<file path="src/rtl/ee357_demux_pkg.sv">
// Shared definitions for the 4x32 demultiplexing register bank.
// Provides the slot index constants, the select and mask types, the default
// data width, and a helper that turns a slot select into a one-hot mask.
package ee357_demux_pkg;

  localparam int unsigned DEFAULT_WIDTH = 32;
  localparam int unsigned NUM_SLOTS     = 4;

  typedef logic [1:0] slot_sel_t;
  typedef logic [3:0] slot_mask_t;

  localparam slot_sel_t SLOT_ZERO  = 2'd0;
  localparam slot_sel_t SLOT_ONE   = 2'd1;
  localparam slot_sel_t SLOT_TWO   = 2'd2;
  localparam slot_sel_t SLOT_THREE = 2'd3;

  function automatic slot_mask_t sel_to_mask(slot_sel_t sel);
    return slot_mask_t'(1) << sel;
  endfunction

endpackage

</file>
<file path="src/rtl/ee357_slot_reg.sv">
// One holding slot of the demux bank: a WIDTH-bit data register plus a full
// flag. A write loads the data and sets full; a consume without a write clears
// full while keeping the data. Write wins over consume (zero-bubble refill).
//
// Ports:
//   clk      system clock, rising edge
//   rst_n    asynchronous active-low reset (clears data and full)
//   wr_en    load data this cycle
//   consume  consumer has read the slot
//   data     write data
//   q        slot contents
//   full     slot holds unconsumed data
module ee357_slot_reg
  import ee357_demux_pkg::*;
#(
  parameter int unsigned WIDTH = DEFAULT_WIDTH
) (
  input  logic             clk,
  input  logic             rst_n,
  input  logic             wr_en,
  input  logic             consume,
  input  logic [WIDTH-1:0] data,
  output logic [WIDTH-1:0] q,
  output logic             full
);

  logic [WIDTH-1:0] data_q;
  logic             full_q;
  logic             full_d;

  always_comb begin
    full_d = full_q;
    if (wr_en) begin
      full_d = 1'b1;
    end else if (consume) begin
      full_d = 1'b0;
    end
  end

  always_ff @(posedge clk or negedge rst_n) begin
    if (!rst_n) begin
      data_q <= '0;
      full_q <= 1'b0;
    end else begin
      full_q <= full_d;
      if (wr_en) begin
        data_q <= data;
      end
    end
  end

  assign q    = data_q;
  assign full = full_q;

endmodule

</file>
<file path="src/rtl/ee357_4x32_demux_bank.sv">
// 1-to-4 demultiplexing register bank. A single valid/ready producer stream is
// routed by in_sel into one of four slots; all slots are exposed in parallel
// with per-slot full flags, and per-slot consume pulses free them again.
//
// Ports:
//   clk        system clock, rising edge
//   rst_n      asynchronous active-low reset
//   in_data    write data
//   in_sel     target slot (0..3)
//   in_valid   write request
//   in_ready   bank can accept a write to slot in_sel this cycle
//   consume    per-slot read-done pulses
//   out_zero .. out_three   slot contents
//   full       per-slot holds-unconsumed-data flags
//   wr_count   accepted writes, modulo 2^CNT_W
//   overflow   sticky overwrite-of-full-slot flag
//
// Build option EE357_DEMUX_OVERWRITE_EN: when defined, in_ready is always 1,
// writes to a full slot overwrite it, and overflow is set until reset. When
// undefined, full slots backpressure and overflow is tied to 0.
module ee357_4x32_demux_bank
  import ee357_demux_pkg::*;
#(
  parameter int unsigned WIDTH = DEFAULT_WIDTH,
  parameter int unsigned CNT_W = 8
) (
  input  logic             clk,
  input  logic             rst_n,
  input  logic [WIDTH-1:0] in_data,
  input  logic [1:0]       in_sel,
  input  logic             in_valid,
  output logic             in_ready,
  input  logic [3:0]       consume,
  output logic [WIDTH-1:0] out_zero,
  output logic [WIDTH-1:0] out_one,
  output logic [WIDTH-1:0] out_two,
  output logic [WIDTH-1:0] out_three,
  output logic [3:0]       full,
  output logic [CNT_W-1:0] wr_count,
  output logic             overflow
);

  slot_mask_t       full_vec;
  slot_mask_t       wr_mask;
  logic             accept;
  logic [WIDTH-1:0] slot_q [NUM_SLOTS];
  logic [CNT_W-1:0] cnt_q;
  logic [CNT_W-1:0] cnt_d;

`ifdef EE357_DEMUX_OVERWRITE_EN
  assign in_ready = 1'b1;
`else
  // A same-cycle consume frees the slot in time for the refill.
  assign in_ready = !full_vec[in_sel] || consume[in_sel];
`endif

  assign accept  = in_valid && in_ready;
  assign wr_mask = accept ? sel_to_mask(in_sel) : '0;

  for (genvar i = 0; i < NUM_SLOTS; i++) begin : g_slot
    ee357_slot_reg #(
      .WIDTH (WIDTH)
    ) u_slot (
      .clk     (clk),
      .rst_n   (rst_n),
      .wr_en   (wr_mask[i]),
      .consume (consume[i]),
      .data    (in_data),
      .q       (slot_q[i]),
      .full    (full_vec[i])
    );
  end

  always_comb begin
    cnt_d = cnt_q;
    if (accept) begin
      cnt_d = cnt_q + 1'b1;
    end
  end

  always_ff @(posedge clk or negedge rst_n) begin
    if (!rst_n) begin
      cnt_q <= '0;
    end else begin
      cnt_q <= cnt_d;
    end
  end

`ifdef EE357_DEMUX_OVERWRITE_EN
  logic ovf_q;
  logic ovf_d;

  always_comb begin
    ovf_d = ovf_q;
    if (accept && full_vec[in_sel] && !consume[in_sel]) begin
      ovf_d = 1'b1;
    end
  end

  always_ff @(posedge clk or negedge rst_n) begin
    if (!rst_n) begin
      ovf_q <= 1'b0;
    end else begin
      ovf_q <= ovf_d;
    end
  end

  assign overflow = ovf_q;
`else
  assign overflow = 1'b0;
`endif

  assign out_zero  = slot_q[SLOT_ZERO];
  assign out_one   = slot_q[SLOT_ONE];
  assign out_two   = slot_q[SLOT_TWO];
  assign out_three = slot_q[SLOT_THREE];
  assign full      = full_vec;
  assign wr_count  = cnt_q;

endmodule

</file>
<file path="config.mk">
export PLATFORM = sky130hd
export DESIGN_NAME = ee357_4x32_demux_bank
export DESIGN_NICKNAME = d
export VERILOG_FILES = /design/src/rtl/ee357_demux_pkg.sv /design/src/rtl/ee357_slot_reg.sv /design/src/rtl/ee357_4x32_demux_bank.sv
export SDC_FILE = /design/constraint.sdc
export NUM_CORES = 1
export LEC_CHECK = 0
export CAP_MARGIN = 0
export CELL_PAD_IN_SITES_DETAIL_PLACEMENT = 2
export CELL_PAD_IN_SITES_GLOBAL_PLACEMENT = 2
export CORE_MARGIN = 5
export CORE_UTILIZATION = 33
export DETAILED_ROUTE_END_ITERATION = 12
export GPL_TIMING_DRIVEN = 0
export PLACE_DENSITY = 0.86
export SYNTH_ARGS = -nofsm -noshare
export SYNTH_HDL_FRONTEND = slang
export SYNTH_HIERARCHICAL = 1
export SYNTH_SLANG_ARGS = --single-unit
</file>
<file path="constraint.sdc">
create_clock -name clk -period 1.7 [get_ports clk]
set_input_delay 0.34 -clock clk [delete_from_list [all_inputs] [get_ports clk]]
set_output_delay 0.34 -clock clk [all_outputs]
set_load 0.005 [all_outputs]
</file>
==> impl_metrics.ini <==
[place]
place_ws_ps = -689
gp_congestion = 0.735
port_buffers = 180
place.detailed.hpwl_mm = 12.1
dp_cells = 735

[drt]
postRouteAntennaNets = 0
vias = 3585
drc = 0
wl_mm = 17.7
wl_per_cell_um = 22.4
vias_per_cell = 4.54
drt_iter0_drc = 105
first_pass_iters = 4

[clocking]
clockRootBuffer = clkbuf_16
cts.path.max_buffers = 2
clkSinkCount = 140
cts_tree = done
clk_latency_ps = 420
clkTransAtPathRegs_ps = 60
ctsHtreeMaxLevel = 4
cts-buffers-inserted = 17

[layout]
drive_gt1_frac = 0.371
final_common_cell = dfrtp_1
syn_to_final_growth_pct = 50.6
fin_cells = 789
finish.utilization = 0.503
num_antenna_cells = 0
final_cell_mix = dfrtp_1, clkdlybuf4s50_1, mux2_4, dlymetal6s2s_1, buf_4
num-nets-final = 589
nFillCells = 1652

[timing]
fmax_mhz = 536
final-max-slew-violation-count = 0
final_hold_viol_count = 0
rsz0062_at_grt = yes
slew_headroom = 0.572
fin_crit_sh = 1.10
setup_viol = 1
period_needed_ps = 1870
fin_ws_ps = -167
tightest_slew_ps = 641
finalClockSkew_ps = 6.31

[die]
pin_count = 183
die_x_um = 145
coreArea_mm2 = 0.0179
die_y_um = 145
row_count = 49
die_area_mm2 = 0.0209
initial_utilization = 0.334

[synthesis]
syn_area_mm2 = 0.00598
yosys_warnings = 6
syn_nets = 367
synth-seq-cells = 140
synth.top_cell.area_share = 0.586
yosys-top-cells-area = dfrtp_1, mux2_4, buf_12
synth.distinct_cells = 24
syn_inst = 325
synth_largest_area_cell = dfrtp_1
postSynthAreaPerCell_um2 = 18.4
synth.yosys.seq_area_share = 0.586

[critical_path]
required_ps = 1360
cp-start-kind = flip-flop
reg2reg_depth = 5
worstPathMaxFanout = 2
worstReg2RegEnd = wr_count[1]
path_class = flip-flop to output port
cp-end-kind = output port
r2r_slack_ps = 40
crit-reg2reg-launch = g_slot[1].u_slot/full
worstPathArrival_ps = 1530

[global_routing]
grt_pass1_vias = 4219
overflow = 0
grt_max_degree = 75
grt_pass1_wl_mm = 26.7
met2_usage = 0.310
grtUsageMet1 = 0.200
grt_util_all_layers = 0.171
grt_use_met3 = 0.0433
busiest_layer = met2
antenna_found_initial = 0

[worst_hold_path]
holdPathEnd = g_slot[2].u_slot/full
min-delay-start = consume[2]
hold_path_depth = 3
hp-class = input port to flip-flop

[pwr]
power_leakage_nw = 4.31
peakVddDrop_v = 0.000697
powerDensity_mw_per_mm2 = 1340

[flow_run]
cap_violations = 0

[outcome]
status = finished with violations
violations = setup timing
[synthesized netlist by cell type]
master	instances
a21o_1	4
nand2b_4	2
and3_1	3
nand4_1	2
nor4bb_1	1
nand2b_1	2
nand3_1	5
and2_1	1
ha_1	1
mux2_2	12
mux4_2	1
clkbuf_1	1
and4_2	1
conb_1	1
inv_1	4
dfrtp_1	140
buf_6	4
nand2_2	1
buf_12	12
xnor2_1	7
and4b_1	1
mux2_4	117
buf_4	1
nor2_1	1
[routing by layer]
metal	wire, µm	share of wire	up-vias
met5	0	0	-
met4	186	0.011	0
met3	919	0.052	17
met2	9480	0.54	113
li1	-	-	1588
met1	7090	0.40	1867
[logic make-up (layout without fill, tap and decap cells)]
logic type,Yosys count,in the layout,synth area share
DFF,140,140,0.586
muxes,130,130,0.320
buffers and inverters,22,257,0.0521
and+or+nand+nor,20,20,0.0239
xor gates and xnor gates,7,7,0.0103
AOI/OAI and AO/OA,4,4,0.00502
adders and majority gates,1,1,0.00209
other,1,1,0.000627
[state kept, by name, indices dropped and copies added, names as in the netlist]
register and count:
wr_count 8, g_slot.u_slot/q 128, g_slot.u_slot/full 4
[where the power goes]
| group | total (W) | switching, W | internal (W) |
|---|---|---|---|
| logic | 0.00335 | 0.00102 | 0.00232 |
| clock network | 0.00416 | 0.00149 | 0.00267 |
| registers | 0.00456 | 0.000499 | 0.00406 |
| total | 0.0121 | 0.00301 | 0.00905 |
[worst max-delay path: stages (launching register included)]
cell and delay, ps:
dfrtp_1 400, nand2b_4 70, mux4_2 500, buf_6 140
[through the flow]
stage | hold WS (ps) | setup TNS [ps] | cell area, µm² | total power [W]
finish | 238 | -167 | 9000 | 0.0121
floorplan | 44.4 | 0 | 5980 | 0.00577
global placement | 469 | -734260 | 8070 | 0.00769
global route | 239 | -788 | 9000 | 0.0127
detailed placement | 383 | -40740 | 8100 | 0.00787
CTS | 350 | -215 | 8810 | 0.0122
[worst max-delay path by stage]
stage / start / slack [ps] / endpoint
global route: g_slot[1].u_slot/full / -220 / in_ready
CTS: consume[2] / -210 / in_ready
floorplan: in_valid / 40 / g_slot[0].u_slot/q[0]
detailed placement: in_sel[1] / -690 / in_ready
global placement: rst_n / -5000 / wr_count[3]
finish: g_slot[1].u_slot/full / -170 / in_ready
[what timing repair did]
| item | 4_1_cts | 5_1_grt |
|---|---|---|
| hold buffers | 1 | 0 |
| pin swaps | 0 | 0 |
| gates cloned | 0 | 0 |
| resized for setup | 20 | 34 |
| setup endpoints to repair | 21 | 66 |
| setup buffers | 9 | 13 |
| hold endpoints to repair | 66 | 0 |
[layout make-up]
class                      instances  area [µm²]  share of cell area
sequential                       140        3500               0.389
buffer                            18         297              0.0329
inverter                           4        15.0             0.00167
multi-input combinational        163        2190               0.243
tap                              229         287              0.0318
timing repair buffer             203        2060               0.228
clock inverter                    12         210              0.0233
clock buffer                      20         447              0.0496
Note: power is estimated with default switching activity, not from simulation.
